File: src/rtl/lc3_io_device_if.sv
// Bus between the LC-3 memory controller and the keyboard/display device.
// The master drives the access; the device returns the window hit and read data.
interface lc3_io_device_if #(
   parameter int ADDRESS_BITS = 8
);
   logic [ADDRESS_BITS-1:0] addr;
   logic [15:0]             data_in;
   logic                    we;
   logic                    select;
   logic                    hit;
   logic [15:0]             data_out;

   modport master (
      output addr, data_in, we, select,
      input  hit, data_out
   );

   modport slave (
      input  addr, data_in, we, select,
      output hit, data_out
   );
endinterface

File: src/rtl/lc3_io_device.sv
// LC-3 memory-mapped keyboard (KBSR/KBDR) and display (DSR/DDR) device.
// Define LC3_IO_INTERRUPT_EN to get a writable KBSR.IE and the registered irq.
module lc3_io_device #(
   parameter int                      ADDRESS_BITS        = 8,
   parameter logic [ADDRESS_BITS-1:0] BASE_ADDR           = 'hF0,
   parameter int                      DEBOUNCE_CYCLES     = 16,
   parameter int                      DISPLAY_BUSY_CYCLES = 4
) (
   input  logic                  clk,
   input  logic                  reset,
   lc3_io_device_if.slave        bus,
   input  logic [9:0]            SW,
   input  logic [3:0]            KEY,
   output logic [15:0]           disp_value,
   output logic                  irq
);
   localparam int DW = $clog2(DEBOUNCE_CYCLES + 1);
   localparam int BW = $clog2(DISPLAY_BUSY_CYCLES + 1);

   logic [ADDRESS_BITS-1:0] off;
   logic acc, rd, wr;
   logic rd_kbdr, wr_kbsr, wr_dsr, wr_ddr;

   logic          key_s1_q, key_s2_q;
   logic          deb_q, deb_d;
   logic [DW-1:0] deb_cnt_q, deb_cnt_d;
   logic          press;
   logic          kb_rdy_q, kb_rdy_d;
   logic          kb_ovr_q, kb_ovr_d;
   logic [7:0]    kbdr_q, kbdr_d;
   logic          dsr_rdy_q, dsr_rdy_d;
   logic          dsr_err_q, dsr_err_d;
   logic [BW-1:0] busy_q, busy_d;
   logic [15:0]   disp_q, disp_d;
   logic          ie_rd;
   logic [15:0]   dout;
   logic          unused_ok;

   assign off     = bus.addr - BASE_ADDR;
   assign bus.hit = off < ADDRESS_BITS'(4);
   assign acc     = bus.select & bus.hit;
   assign rd      = acc & ~bus.we;
   assign wr      = acc & bus.we;
   assign rd_kbdr = rd & (off[1:0] == 2'd1);
   assign wr_kbsr = wr & (off[1:0] == 2'd0);
   assign wr_dsr  = wr & (off[1:0] == 2'd2);
   assign wr_ddr  = wr & (off[1:0] == 2'd3);

   always_comb begin
      deb_d     = deb_q;
      deb_cnt_d = deb_cnt_q;
      press     = 1'b0;
      if (key_s2_q == deb_q) begin
         deb_cnt_d = '0;
      end else if (deb_cnt_q == DW'(DEBOUNCE_CYCLES)) begin
         deb_d     = key_s2_q;
         deb_cnt_d = '0;
         // Levels differ, so committing while released means a press.
         press     = deb_q;
      end else begin
         deb_cnt_d = deb_cnt_q + 1'b1;
      end

      kb_rdy_d = kb_rdy_q;
      kb_ovr_d = kb_ovr_q;
      kbdr_d   = kbdr_q;
      if (press) begin
         kbdr_d   = SW[7:0];
         kb_rdy_d = 1'b1;
         kb_ovr_d = kb_rdy_q & ~rd_kbdr;
      end else if (rd_kbdr) begin
         kb_rdy_d = 1'b0;
         kb_ovr_d = 1'b0;
      end

      dsr_rdy_d = dsr_rdy_q;
      dsr_err_d = dsr_err_q;
      busy_d    = busy_q;
      disp_d    = disp_q;
      if (busy_q != '0) begin
         busy_d = busy_q - 1'b1;
         if (busy_q == BW'(1))
            dsr_rdy_d = 1'b1;
      end
      if (wr_ddr) begin
         if (dsr_rdy_q) begin
            disp_d    = bus.data_in;
            dsr_rdy_d = 1'b0;
            busy_d    = BW'(DISPLAY_BUSY_CYCLES);
         end else begin
            dsr_err_d = 1'b1;
         end
      end
      if (wr_dsr)
         dsr_err_d = 1'b0;
   end

   always_ff @(posedge clk) begin
      if (reset) begin
         key_s1_q  <= 1'b1;
         key_s2_q  <= 1'b1;
         deb_q     <= 1'b1;
         deb_cnt_q <= '0;
         kb_rdy_q  <= 1'b0;
         kb_ovr_q  <= 1'b0;
         kbdr_q    <= '0;
         dsr_rdy_q <= 1'b1;
         dsr_err_q <= 1'b0;
         busy_q    <= '0;
         disp_q    <= '0;
      end else begin
         key_s1_q  <= KEY[1];
         key_s2_q  <= key_s1_q;
         deb_q     <= deb_d;
         deb_cnt_q <= deb_cnt_d;
         kb_rdy_q  <= kb_rdy_d;
         kb_ovr_q  <= kb_ovr_d;
         kbdr_q    <= kbdr_d;
         dsr_rdy_q <= dsr_rdy_d;
         dsr_err_q <= dsr_err_d;
         busy_q    <= busy_d;
         disp_q    <= disp_d;
      end
   end

`ifdef LC3_IO_INTERRUPT_EN
   logic ie_q, ie_d;
   logic irq_q;

   always_comb begin
      ie_d = ie_q;
      if (wr_kbsr)
         ie_d = bus.data_in[14];
   end

   always_ff @(posedge clk) begin
      if (reset) begin
         ie_q  <= 1'b0;
         irq_q <= 1'b0;
      end else begin
         ie_q  <= ie_d;
         irq_q <= kb_rdy_q & ie_q;
      end
   end

   assign ie_rd = ie_q;
   assign irq   = irq_q;
`else
   assign ie_rd = 1'b0;
   assign irq   = 1'b0;
`endif

   always_comb begin
      dout = '0;
      if (bus.hit) begin
         case (off[1:0])
            2'd0: dout = {kb_rdy_q, ie_rd, kb_ovr_q, 13'b0};
            2'd1: dout = {8'b0, kbdr_q};
            2'd2: dout = {dsr_rdy_q, dsr_err_q, 14'b0};
            default: dout = disp_q;
         endcase
      end
   end

   assign bus.data_out = dout;
   assign disp_value   = disp_q;
   assign unused_ok    = ^{SW[9:8], KEY[3:2], KEY[0], wr_kbsr};
endmodule

File: src/flat_wrapper.sv
// flat-port wrapper written by rule: the top's interface ports become plain ports
module lc3_io_device_flat 
#(
   parameter int                      ADDRESS_BITS        = 8,
   parameter logic [ADDRESS_BITS-1:0] BASE_ADDR           = 'hF0,
   parameter int                      DEBOUNCE_CYCLES     = 16,
   parameter int                      DISPLAY_BUSY_CYCLES = 4
)
  (clk, reset, SW, KEY, disp_value, irq, bus_addr, bus_data_in, bus_we, bus_select, bus_hit, bus_data_out);
  lc3_io_device_if #(.ADDRESS_BITS(ADDRESS_BITS)) bus_i ();
  input  logic clk;
  input  logic reset;
  input  logic [9:0] SW;
  input  logic [3:0] KEY;
  output logic [15:0] disp_value;
  output logic irq;
  input wire logic [$bits(bus_i.addr)-1:0] bus_addr;
  input wire logic [$bits(bus_i.data_in)-1:0] bus_data_in;
  input wire logic [$bits(bus_i.we)-1:0] bus_we;
  input wire logic [$bits(bus_i.select)-1:0] bus_select;
  output wire logic [$bits(bus_i.hit)-1:0] bus_hit;
  output wire logic [$bits(bus_i.data_out)-1:0] bus_data_out;
  assign bus_i.addr = bus_addr;
  assign bus_i.data_in = bus_data_in;
  assign bus_i.we = bus_we;
  assign bus_i.select = bus_select;
  assign bus_hit = bus_i.hit;
  assign bus_data_out = bus_i.data_out;
  lc3_io_device #(.ADDRESS_BITS(ADDRESS_BITS), .BASE_ADDR(BASE_ADDR), .DEBOUNCE_CYCLES(DEBOUNCE_CYCLES), .DISPLAY_BUSY_CYCLES(DISPLAY_BUSY_CYCLES)) u_core (.clk(clk), .reset(reset), .bus(bus_i), .SW(SW), .KEY(KEY), .disp_value(disp_value), .irq(irq));
endmodule
File: config.mk
export PLATFORM = sky130hd
export DESIGN_NAME = lc3_io_device_flat
export DESIGN_NICKNAME = d
export VERILOG_FILES = /design/src/rtl/lc3_io_device_if.sv /design/src/rtl/lc3_io_device.sv /design/src/flat_wrapper.sv
export SDC_FILE = /design/constraint.sdc
export NUM_CORES = 1
export LEC_CHECK = 0
export CAP_MARGIN = 20
export CORE_UTILIZATION = 38
export DETAILED_ROUTE_END_ITERATION = 8
export PLACE_DENSITY = 0.73
export SLEW_MARGIN = 20
export SYNTH_ARGS = -nofsm -noshare
export SYNTH_HDL_FRONTEND = slang
export SYNTH_SLANG_ARGS = --single-unit
export TNS_END_PERCENT = 30
File: constraint.sdc
create_clock -name clk -period 1.8 [get_ports clk]
set_input_delay 0.45 -clock clk [delete_from_list [all_inputs] [get_ports clk]]
set_output_delay 0.45 -clock clk [all_outputs]
set_load 0.05 [all_outputs]
==> results.ini <==
[routing]
ant_nets=0
drc=0
drt-vias-per-instance=4.90
dr_total_vias=1643
routed_wl_um=4490
wl_per_cell_um=13.4
first_pass_iters=4
drtIter0Drc=36

[placement]
place_congestion=0.705
hpwlAfterDp_um=3230
port_buffers=69

[yosys]
ys_ff_latch=39
async_flop_share_pct=0
syn-num-nets=250
synthCells=203
synth_top_area_cell=dfxtp_1
synth.area.top_cells=dfxtp_1 42%, mux2i_1 19%, nand2_1 7.3%
syn_area_per_cell_um2=9.06
synth_edf_count=0
synth_cell_type_count=36
ys_warn_count=0
synth_ff_type=dfxtp_1
syn_area_mm2=0.00184
synth_top_area_share_pct=42.4
yosysSeqAreaShare_pct=42.4

[run_status]
violations=negative setup slack
outcome=complete, but fails checks

[worst_setup_path]
cp.depth=7
path_buf_inv=3
crit_fanout=8
startpoint_type=primary input
arrival_ns=1.45
worstPathCellList=buf_6 -> nand4_1 -> nor3_4 -> buf_6 -> nand2_8 -> nor2_4 -> buf_12
cpMostUsedCell=buf_6
end_kind=output pin
critPathRequiredTime_ns=1.35
crit_type=primary input to output pin
rr_worst_depth=8
slowest_delay_ns=0.22
path_delay_family=simple AND/OR/NAND/NOR gates
cpMaxStageDelayCell=nor3_4

[timing]
rsz0062_at_grt=yes
clock.fmax_mhz=527
holdWs_ns=0.430
worst_slack_ns=-0.0982
finalHoldViolCount=0
finalCritPeriodShare_pct=105
setup_viol=16
layout_min_cycle_time_ns=1.90
skew_ns=0.00638
maxSlewViolCount=0

[min_path]
hp-class=register to register
hold_depth=1

[power_and_ir_drop]
comb_power_share_pct=18.6
clockPowerShare_pct=30.1
power_mw=1.79
p_int_mw=1.34
p_leak_nw=1.26
vdd_drop_max_v=0.000333
p_sw_share_pct=25.1
powerDensity_mw_per_mm2=587
p_sw_mw=0.447
seqPwrFrac_pct=51.3

[layout]
antenna_cells=0
synthToLayoutAreaGrowth_pct=65.4
drive_gt1_share_pct=32.9
final_cell_mix=39 x dfxtp_1, 35 x nand2_1, 30 x mux2i_1
final_util_pct=67.5
nNetsFinal=331
final_common_cell=dfxtp_1
fillers=355

[floorplan]
fp.dieH_um=71.6
core-area_mm2=0.00450
die_w_um=71.6
rows=24
ios=76
start_util_pct=40.8
dieArea_mm2=0.00512

[clocking]
cts_sinks=39
cts_tree=built
cts.clk_slew.worst_paths_ns=0.07
clk-insertion-delay-late_ns=0.29
clockRootBuffer=clkbuf_8
htreeDepth=2
clock_path_buffers=2
cts_made_buffers=5

[global_route]
overflow=0
grt_max_degree=38
antenna_found_initial=0
grt_use_total_pct=19.1
grt_pass1_vias=1604
grt_pass1_wl_um=7400

[run]
max_cap_viol_count=0

worst reg2reg max path: stages (launching register included):
cell	delay [ns]
dfxtp_1	0.34
inv_1	0.06
ha_1	0.13
nor4bb_1	0.28
buf_4	0.19
nand3b_1	0.13
buf_4	0.21
mux2i_1	0.16
nor2_1	0.06
layer usage:
metal,track usage [%],share of wire (%),routed length (um),vias to the layer above
li1,-,-,-,834
met3,8.02,7.2,323,6
met1,21.9,44,1970,753
met5,0,0,0,-
met2,32.0,48,2140,50
met4,7.19,1.3,60,0
final cells by class:
class | instances | area (um^2) | area share, %
clock buffer | 6 | 72.6 | 2.39
inverter | 6 | 22.5 | 0.740
multi-input combinational | 145 | 1090 | 35.8
sequential | 39 | 781 | 25.7
tap | 52 | 65.1 | 2.14
timing repair buffer | 87 | 1010 | 33.3
registers in the layout, summed over array words and instances (netlist names), 3 cells and up:
register and flops:
u_core.kbdr_q 8, u_core.disp_value 16, u_core.busy_q 3, u_core.deb_cnt_q 5
cell usage after synthesis, types with 2 or more instances:
cell type and instances:
nor2b_1 3, clkbuf_1 7, nor3b_1 2, or2_2 2, nand4_1 2, nand2_1 36, and3_1 8, buf_6 3
xor2_1 2, buf_4 2, nor3_1 3, xnor2_1 3, o21ai_0 2, ha_1 5, dfxtp_1 39, inv_1 5
nand3_1 2, nor2_1 25, mux2i_1 35
power groups by stage:
stage | combinational, mW | clock (mW) | sequential (mW)
3_3_place_gp | 0.324 | 0 | 0.935
6_report | 0.333 | 0.537 | 0.916
5_1_grt | 0.368 | 0.606 | 0.920
4_1_cts | 0.336 | 0.553 | 0.916
3_5_place_dp | 0.330 | 0 | 0.935
2_1_floorplan | 0.205 | 0 | 0.932
final timing paths:
check | from | to | slack, ns
setup / recovery | bus_addr[5] | bus_data_out[7] | -0.1
hold / removal | u_core.key_s1_q | u_core.key_s2_q | 0.43
setup reg to reg | u_core.deb_cnt_q[0] | u_core.kbdr_q[3] | 0.15
hold reg to reg | u_core.key_s1_q | u_core.key_s2_q | 0.43
cells by family (layout without fill, tap and decap cells):
logic type / Yosys count / in the layout / share of synthesized area, %
AOI/OAI and AO/OA: 8 / 8 / 3.67
adders and majority gates: 5 / 5 / 3.40
muxes: 36 / 36 / 19.7
other: 1 / 1 / 0.204
xor gates and xnor gates: 5 / 5 / 2.38
DFF: 39 / 39 / 42.4
buffers and inverters: 19 / 99 / 5.58
and+or+nand+nor: 90 / 90 / 22.7
through the flow:
step	setup TNS, ns	instance area [um^2]	setup slack, ns	cells
2_1_floorplan	-1.29	1940	-0.122	203
3_3_place_gp	-13.49	2900	-0.455	327
3_5_place_dp	-14.51	2900	-0.487	327
4_1_cts	-1.18	3040	-0.119	335
5_1_grt	-1.63	3040	-0.149	335
6_report	-0.956	3040	-0.0982	335
timing repair:
item / CTS / global route
setup buffers: 1 / 1
setup endpoints to repair: 35 / 17
gates resized for setup: 39 / 2
cloned: 1 / 0
hold buffers: 0 / 0
pin swaps: 6 / 0
Note: power is estimated with default switching activity, not from simulation.
